**src/rtl/sort_job_scheduler.sv**
```systemverilog
// Round-robin front end that time-shares one sorter between M requesters and
// returns each sorted vector on a valid/ready response channel tagged with its requester ID.
module sort_job_scheduler #(
   parameter int unsigned M       = 4,
   parameter int unsigned N       = 6,
   parameter int unsigned WIDTH   = 8,
   parameter int unsigned TIMEOUT = 32
) (
   input  logic                                clk,
   input  logic                                rst,
   input  logic [M-1:0]                        req_valid,
   input  logic [M-1:0][N-1:0][WIDTH-1:0]      req_data,
   output logic [M-1:0]                        req_ready,
   output logic                                srt_start,
   output logic [N-1:0][WIDTH-1:0]             srt_data_in,
   input  logic                                srt_done,
   input  logic [N-1:0][WIDTH-1:0]             srt_data_sorted,
   output logic                                rsp_valid,
   input  logic                                rsp_ready,
   output logic [$clog2(M)-1:0]                rsp_id,
   output logic [N-1:0][WIDTH-1:0]             rsp_data,
   output logic                                rsp_err,
   output logic                                busy,
   output logic [15:0]                         jobs_done
);

   localparam int unsigned ID_W  = $clog2(M);
   localparam int unsigned SUM_W = ID_W + 1;
   localparam int unsigned WD_W  = 8;

   typedef enum logic [1:0] {IDLE, START, WAIT, RESP} state_t;

   state_t                   state;
   state_t                   state_nxt;
   logic [ID_W-1:0]          rr_ptr;
   logic [ID_W-1:0]          grant_idx;
   logic                     grant_any;
   logic [N-1:0][WIDTH-1:0]  hold;
   logic [WD_W-1:0]          wd;
   logic                     wd_expired;

   assign wd_expired  = (wd == WD_W'(TIMEOUT - 1));
   assign srt_data_in = hold;

   // Rotating priority search starting at rr_ptr, wrapping at M.
   always_comb begin
      logic [SUM_W-1:0] sum;
      logic [ID_W-1:0]  sel;
      grant_any = 1'b0;
      grant_idx = '0;
      sum       = '0;
      sel       = '0;
      for (int i = 0; i < int'(M); i++) begin
         sum = {1'b0, rr_ptr} + SUM_W'(i);
         if (sum >= SUM_W'(M)) begin
            sum = sum - SUM_W'(M);
         end
         sel = ID_W'(sum);
         if (!grant_any && req_valid[sel]) begin
            grant_any = 1'b1;
            grant_idx = sel;
         end
      end
   end

   // State register.
   always_ff @(posedge clk or posedge rst) begin
      if (rst) begin
         state <= IDLE;
      end else begin
         state <= state_nxt;
      end
   end

   // Next-state logic.
   always_comb begin
      state_nxt = state;
      case (state)
         IDLE:    if (grant_any) state_nxt = START;
         START:   state_nxt = WAIT;
         WAIT:    if (srt_done || wd_expired) state_nxt = RESP;
         RESP:    if (rsp_ready) state_nxt = IDLE;
         default: state_nxt = IDLE;
      endcase
   end

   // Combinational outputs: grant is offered only while idle.
   always_comb begin
      req_ready = '0;
      busy      = (state != IDLE);
      if (state == IDLE && grant_any) begin
         req_ready[grant_idx] = 1'b1;
      end
   end

   // Job datapath, watchdog and response registers.
   always_ff @(posedge clk or posedge rst) begin
      if (rst) begin
         rr_ptr    <= '0;
         hold      <= '0;
         rsp_data  <= '0;
         rsp_id    <= '0;
         srt_start <= 1'b0;
         rsp_valid <= 1'b0;
         rsp_err   <= 1'b0;
         jobs_done <= '0;
         wd        <= '0;
      end else begin
         srt_start <= (state_nxt == START);
         case (state)
            IDLE: begin
               if (grant_any) begin
                  hold   <= req_data[grant_idx];
                  rsp_id <= grant_idx;
               end
            end
            START: begin
               wd <= '0;
            end
            WAIT: begin
               wd <= wd + WD_W'(1);
               // A done arriving on the watchdog's last cycle still counts as success.
               if (srt_done) begin
                  rsp_data  <= srt_data_sorted;
                  rsp_err   <= 1'b0;
                  rsp_valid <= 1'b1;
               end else if (wd_expired) begin
                  rsp_data  <= hold;
                  rsp_err   <= 1'b1;
                  rsp_valid <= 1'b1;
               end
            end
            RESP: begin
               if (rsp_ready) begin
                  rsp_valid <= 1'b0;
                  jobs_done <= jobs_done + 16'd1;
                  rr_ptr    <= (rsp_id == ID_W'(M - 1)) ? '0 : rsp_id + ID_W'(1);
               end
            end
            default: ;
         endcase
      end
   end

endmodule
```
**config.mk**
```make
export PLATFORM = sky130hd
export DESIGN_NAME = sort_job_scheduler
export DESIGN_NICKNAME = d
export VERILOG_FILES = /design/src/rtl/sort_job_scheduler.sv
export SDC_FILE = /design/constraint.sdc
export NUM_CORES = 1
export LEC_CHECK = 0
export CAP_MARGIN = 20
export CORE_MARGIN = 1.5
export CORE_UTILIZATION = 35
export CTS_BUF_LIST = sky130_fd_sc_hd__clkbuf_4 sky130_fd_sc_hd__clkbuf_8
export CTS_CLUSTER_DIAMETER = 50
export DETAILED_ROUTE_END_ITERATION = 12
export PLACE_DENSITY = 0.76
export SLEW_MARGIN = 5
export SYNTH_ARGS = -nofsm -noshare
export SYNTH_HDL_FRONTEND = slang
export SYNTH_SLANG_ARGS = --single-unit
```
**constraint.sdc**
```tcl
create_clock -name clk -period 4.9 [get_ports clk]
set_input_delay 0.98 -clock clk [delete_from_list [all_inputs] [get_ports clk]]
set_output_delay 0.98 -clock clk [all_outputs]
set_load 0.03 [all_outputs]
```
==> results of run 1 <==
-- cells in the mapped netlist, drive strengths merged, types with 7 or more instances --
cell	n	area [um^2]
buf	40	259
a221oi	12	105
ha	7	87.6
nand3	7	35.0
o2bb2ai	38	333
o21ai	165	826
o22ai	14	93.8
a21oi	43	226
inv	11	41.3
nand2	73	277
nor2	27	104
xnor2	13	114
mux2i	98	981
dfrtp	129	3230
clkbuf	19	72.6
-- kinds of logic (layout without fill, tap and decap cells) --
kind of cell / count (synthesis) / after routing
AOI/OAI and AO/OA: 288 / 288
xor gates and xnor gates: 15 / 15
adders and majority gates: 7 / 7
buffers and inverters: 70 / 423
DFF: 129 / 129
muxes: 99 / 99
and+or+nand+nor: 135 / 135
-- sequential cells by signal, summed over array words and instances (netlist names) --
register     flops
rsp_valid        1
srt_start        1
rr_ptr           2
srt_data_in     48
state            2
rsp_err          1
jobs_done       16
rsp_data        48
wd               8
rsp_id           2
-- cell type report --
cell class | instances | area, um^2
Clock buffer | 19 | 255
Inverter | 11 | 46.3
Timing Repair Buffer | 382 | 3790
Sequential cell | 129 | 3230
Fill cell | 1789 | 8670
Clock inverter | 11 | 188
Tap cell | 270 | 338
Multi-Input combinational cell | 544 | 3590
-- metrics by stage --
stage               worst slack, ns  std cells   util
floorplan                     0.479        743      -
global placement              0.729       1336  0.547
detailed placement            0.715       1336  0.547
CTS                           0.706       1366  0.569
global route                  0.599       1366  0.569
finish                        0.717       1366  0.569
-- worst max-delay path, stage by stage --
cell and delay [ns]:
clkdlybuf4s50_1 0.66, nand2_2 0.13, a21oi_1 0.26, a311oi_4 0.07, nand2b_1 0.19, nor2_1 0.16
clkdlybuf4s50_1 0.75
-- worst max-delay path by stage --
stage / from / to / slack, ns / depth (start not counted)
after floorplan: rst / jobs_done[0]$_DFFE_PP0P_ / 0.48 / 1
after global placement: req_valid[0] / req_ready[0] / 0.73 / 7
after detailed placement: req_valid[0] / req_ready[0] / 0.72 / 7
after CTS: req_valid[0] / req_ready[0] / 0.71 / 7
after global routing: req_valid[0] / req_ready[0] / 0.60 / 7
final: req_valid[0] / req_ready[0] / 0.72 / 7
-- power groups by stage --
stage	logic [W]	registers, W	clock network [W]
after CTS	0.00413	0.00191	0.00107
after global routing	0.00442	0.00198	0.00111
after floorplan	0.00169	0.00267	0
after global placement	0.00406	0.00191	0
final	0.00412	0.00191	0.00104
after detailed placement	0.00412	0.00192	0
-- per-layer routing --
layer	part of all wire	up-vias	global-route usage
met2	0.49	343	0.435
li1	-	3404	-
met4	0.026	0	0.0862
met3	0.081	49	0.0649
met5	0	-	0
met1	0.40	3468	0.323
==> impl_metrics.ini, run 1 <==
[floorplanning]
fp.dieW_um = 146
io_pins = 370
die_area_um2 = 21300
core-area_um2 = 20100
die_h_um = 146
row_count = 52
start_util = 0.355

[timing]
final.setup.tns_ns = 0
worst_hold_slack_ns = 0.474
period_minus_slack_ns = 4.18
hold_viol = 0
maxSlewViolCount = 0
worstMarginPinSlew_ns = 1.02
slew_headroom = 0.320
skew_ns = 0.0144
finalSetupViolCount = 0
rsz0062_at_grt = false
fin_crit_sh = 0.854
fmax_mhz = 239

[synthesis]
synth_seq_cells = 129
synth_compound_area_frac = 0.241
synthesis.yosys.warnings = 0
syn_inst = 743
synth_ff_type = dfrtp_1
ys_types = 47
synth_nets = 998
yosys.area_share.simple = 0.0857
synth_top_family_by_area = compound AO/OA/AOI/OAI gates
syn_avg_cell_area_um2 = 9.61
synthAdderAreaFrac = 0.0123
ys_seq_area_frac = 0.452
synthArstFlopShare = 1.00
syn-cell-area_um2 = 7140
synth_enable_flop_cells = 0
synthXorXnorAreaFrac = 0.0184
muxShareOfSynthArea = 0.139

[global_routing]
grt_pass1_wl_um = 42300
grtUsageTotal = 0.258
grt_pass1_vias = 7241
gr-total-overflow = 0
grt_max_degree = 100
antenna_found_initial = 0

[drt]
drt-initial-drc-count = 406
vias = 7264
viasPerCell = 5.32
avgRoutedWirePerCell_um = 20.1
drt-total-wl_um = 27400
drc = 0
final_antenna_net_count = 0
dr.pass1.iters = 5

[min_path]
hold_depth = 1
hp-start = jobs_done[15]$_DFFE_PP0P_
worstHoldEndpoint = jobs_done[15]$_DFFE_PP0P_
hp-class = flip-flop to flip-flop

[place]
dpl-instance-area_um2 = 11000
port_buffers = 369
dp_hpwl_um = 19500
gp_congestion = 0.870

[clock_network]
postCtsSetupBuffers = 0
insertion_delay_ns = 0.44
cts-root-buf = clkbuf_8
htree_num_levels = 4
cts.sinks = 129
cts-resized-gates = 0
cts_tree = yes
clk_path_buf_depth = 2
cts_buffers = 17
cts_hold_buffers = 0
clk_pin_slew_ns = 0.07

[power]
peakVddDrop_mv = 0.557
seqPwrFrac = 0.271
internal-power_w = 0.00380
p_clk_frac = 0.147
p_leak_nw = 4.78
combinationalPowerShare = 0.582
swShare = 0.462
powerDensity_nw_per_um2 = 619
power_w = 0.00708
power_switching_w = 0.00327

[layout]
layout-drive-gt1-share = 0.0547
antennaDiodeCount = 0
layout_commonest_cell = clkdlybuf4s50_1
syn_to_final_growth_pct = 60.1
fin_area_um2 = 11400
final_nets = 1340
final_cell_mix = clkdlybuf4s50_1, dfrtp_1, o21ai_0

[setup_path]
reg2reg_from = wd[0]$_DFFE_PP0P_
cp-end-kind = output pin
crit_type = input pin to output pin
r2r_slack_ns = 2.48
crit_arrival_ns = 3.20
r2r-end = rsp_data[20]$_DFFE_PP0P_
crit_required_ns = 3.92
startpoint_type = input pin
r2r_cells = 5
crit_fanout = 8

[run_status]
status = complete, no violations

[job]
cap_violations = 0
Note: power is estimated with default switching activity, not from simulation.
==> run 2, diff against run 1 <==
- CAP_MARGIN: 20 -> unset
- DONT_BUFFER_PORTS: unset -> 1
- PLACE_DENSITY: 0.76 -> 0.53
==> run 2 against run 1 <==
  * Sequential power increased by 51%
  * Final cell count decreased by 27%
  * Critical path type is now flip-flop to output pin
  * Combinational power decreased by 49%
  * Core utilization decreased by 19 points
  * Non-clock buffer count decreased by 375
  * Highest routed layer unchanged
==> impl_metrics.ini, run 2 (same netlist as run 1, synthesis figures left out) <==
[run_status]
status = complete, no violations

[drt]
avgRoutedWirePerCell_um = 25.0
drt-total-wl_um = 24900
dr.pass1.iters = 5
vias = 6068
drc = 0
final_antenna_net_count = 0
drt-initial-drc-count = 332
viasPerCell = 6.10

[layout]
fin_area_um2 = 7670
final_nets = 965
final_cell_mix = dfrtp_1, o21ai_0, mux2i_1
syn_to_final_growth_pct = 7.37
fill_cells = 1980
layout_commonest_cell = dfrtp_1
instances_no_fill = 995
layout-drive-gt1-share = 0.0761

[clock_network]
cts_buffers = 17
cts_tree = yes
cts-resized-gates = 0
cts.sinks = 129
clk_path_buf_depth = 2
cts_hold_buffers = 0
insertion_delay_ns = 0.43
htree_num_levels = 4
clk_pin_slew_ns = 0.08
postCtsSetupBuffers = 0
cts-root-buf = clkbuf_8

[place]
gp_congestion = 0.875
port_buffers = 0
preCtsSetupSlack_ns = 1.75
dp_hpwl_um = 17100
dpl-instance-area_um2 = 7260
placedCellCount = 961

[global_routing]
grt_max_degree = 101
grt_pass1_wl_um = 36800
antenna_found_initial = 2
grtUsageTotal = 0.228
grt_pass1_vias = 6021
gr-total-overflow = 0

[setup_path]
startpoint_type = flip-flop
crit_type = flip-flop to output pin
crit_arrival_ns = 2.52
cp-end-kind = output pin
crit_required_ns = 3.92
crit_fanout = 7

[power]
p_leak_nw = 3.29
powerDensity_nw_per_um2 = 775
peakVddDrop_mv = 0.573

[timing]
final.setup.tns_ns = 0
slew_headroom = 0.151
hold_viol = 0
skew_ns = 0.0201
fmax_mhz = 286
rsz0062_at_grt = false
maxSlewViolCount = 0
worstMarginPinSlew_ns = 1.27
finalSetupViolCount = 0
finalWorstSetupSlack_ns = 1.40
period_minus_slack_ns = 3.50
fin_crit_sh = 0.714

[floorplanning]
die_area_um2 = 21300
die_h_um = 146
start_util = 0.355
io_pins = 370
row_count = 52
core-area_um2 = 20100
fp.dieW_um = 146

[min_path]
hp-class = flip-flop to flip-flop

[job]
cap_violations = 0
run 2: final cells by class:
type                    count  area (um^2)  share of cell area
well taps                 270          338              0.0440
inverters                  11         46.3             0.00604
clock buffers              19          255              0.0333
flip-flops and latches    129         3230               0.421
multi-input cells         544         3590               0.469
repair buffers              7         52.6             0.00685
clock inverters            13          151              0.0197
diodes                      2         5.00            0.000653
run 2: critical path, cell delays in order (launching register included):
cell and delay, ns:
dfrtp_1 0.42, inv_1 0.10, ha_1 0.38, inv_1 0.31
a21oi_4 0.20, nand2b_1 0.09, nor2_1 0.59
run 2: final timing paths:
check	start	to	slack (ns)	cells past startpoint
max	state[0]$_DFF_PP0_	req_ready[0]	1.40	6
min	wd[7]$_DFFE_PP0P_	wd[7]$_DFFE_PP0P_	0.51	1
min in group asynchronous	rst	rsp_data[41]$_DFFE_PP0P_	0.59	1
max in group asynchronous	rst	rsp_data[6]$_DFFE_PP0P_	3.29	2
max reg2reg	state[0]$_DFF_PP0_	srt_start$_DFF_PP0_	2.17	7
min reg2reg	wd[7]$_DFFE_PP0P_	wd[7]$_DFFE_PP0P_	0.51	1
run 2: metrics by stage:
stage,util,total power [W],hold slack [ns]
3_3_place_gp,0.361,0.00491,0.471
5_1_grt,0.381,0.00631,0.519
4_1_cts,0.381,0.00597,0.495
2_1_floorplan,-,0.00436,0.446
3_5_place_dp,0.361,0.00500,0.482
6_report,0.382,0.00594,0.510
run 2: power breakdown:
part	internal (W)	leakage, nW	switching [W]	total, W
registers	0.00151	1.58	0.00137	0.00288
clock network	0.000481	0.194	0.000468	0.000949
logic	0.000776	1.52	0.00134	0.00211
total	0.00276	3.29	0.00318	0.00594
run 2: per-layer routing:
metal  wire (um)  vias to the layer above  global-route usage
met3        2190                       32              0.0771
met1       10200                     3031               0.287
met5           0                        -                   0
met4         531                        0              0.0821
li1            -                     2660                   -
met2       12000                      345               0.364
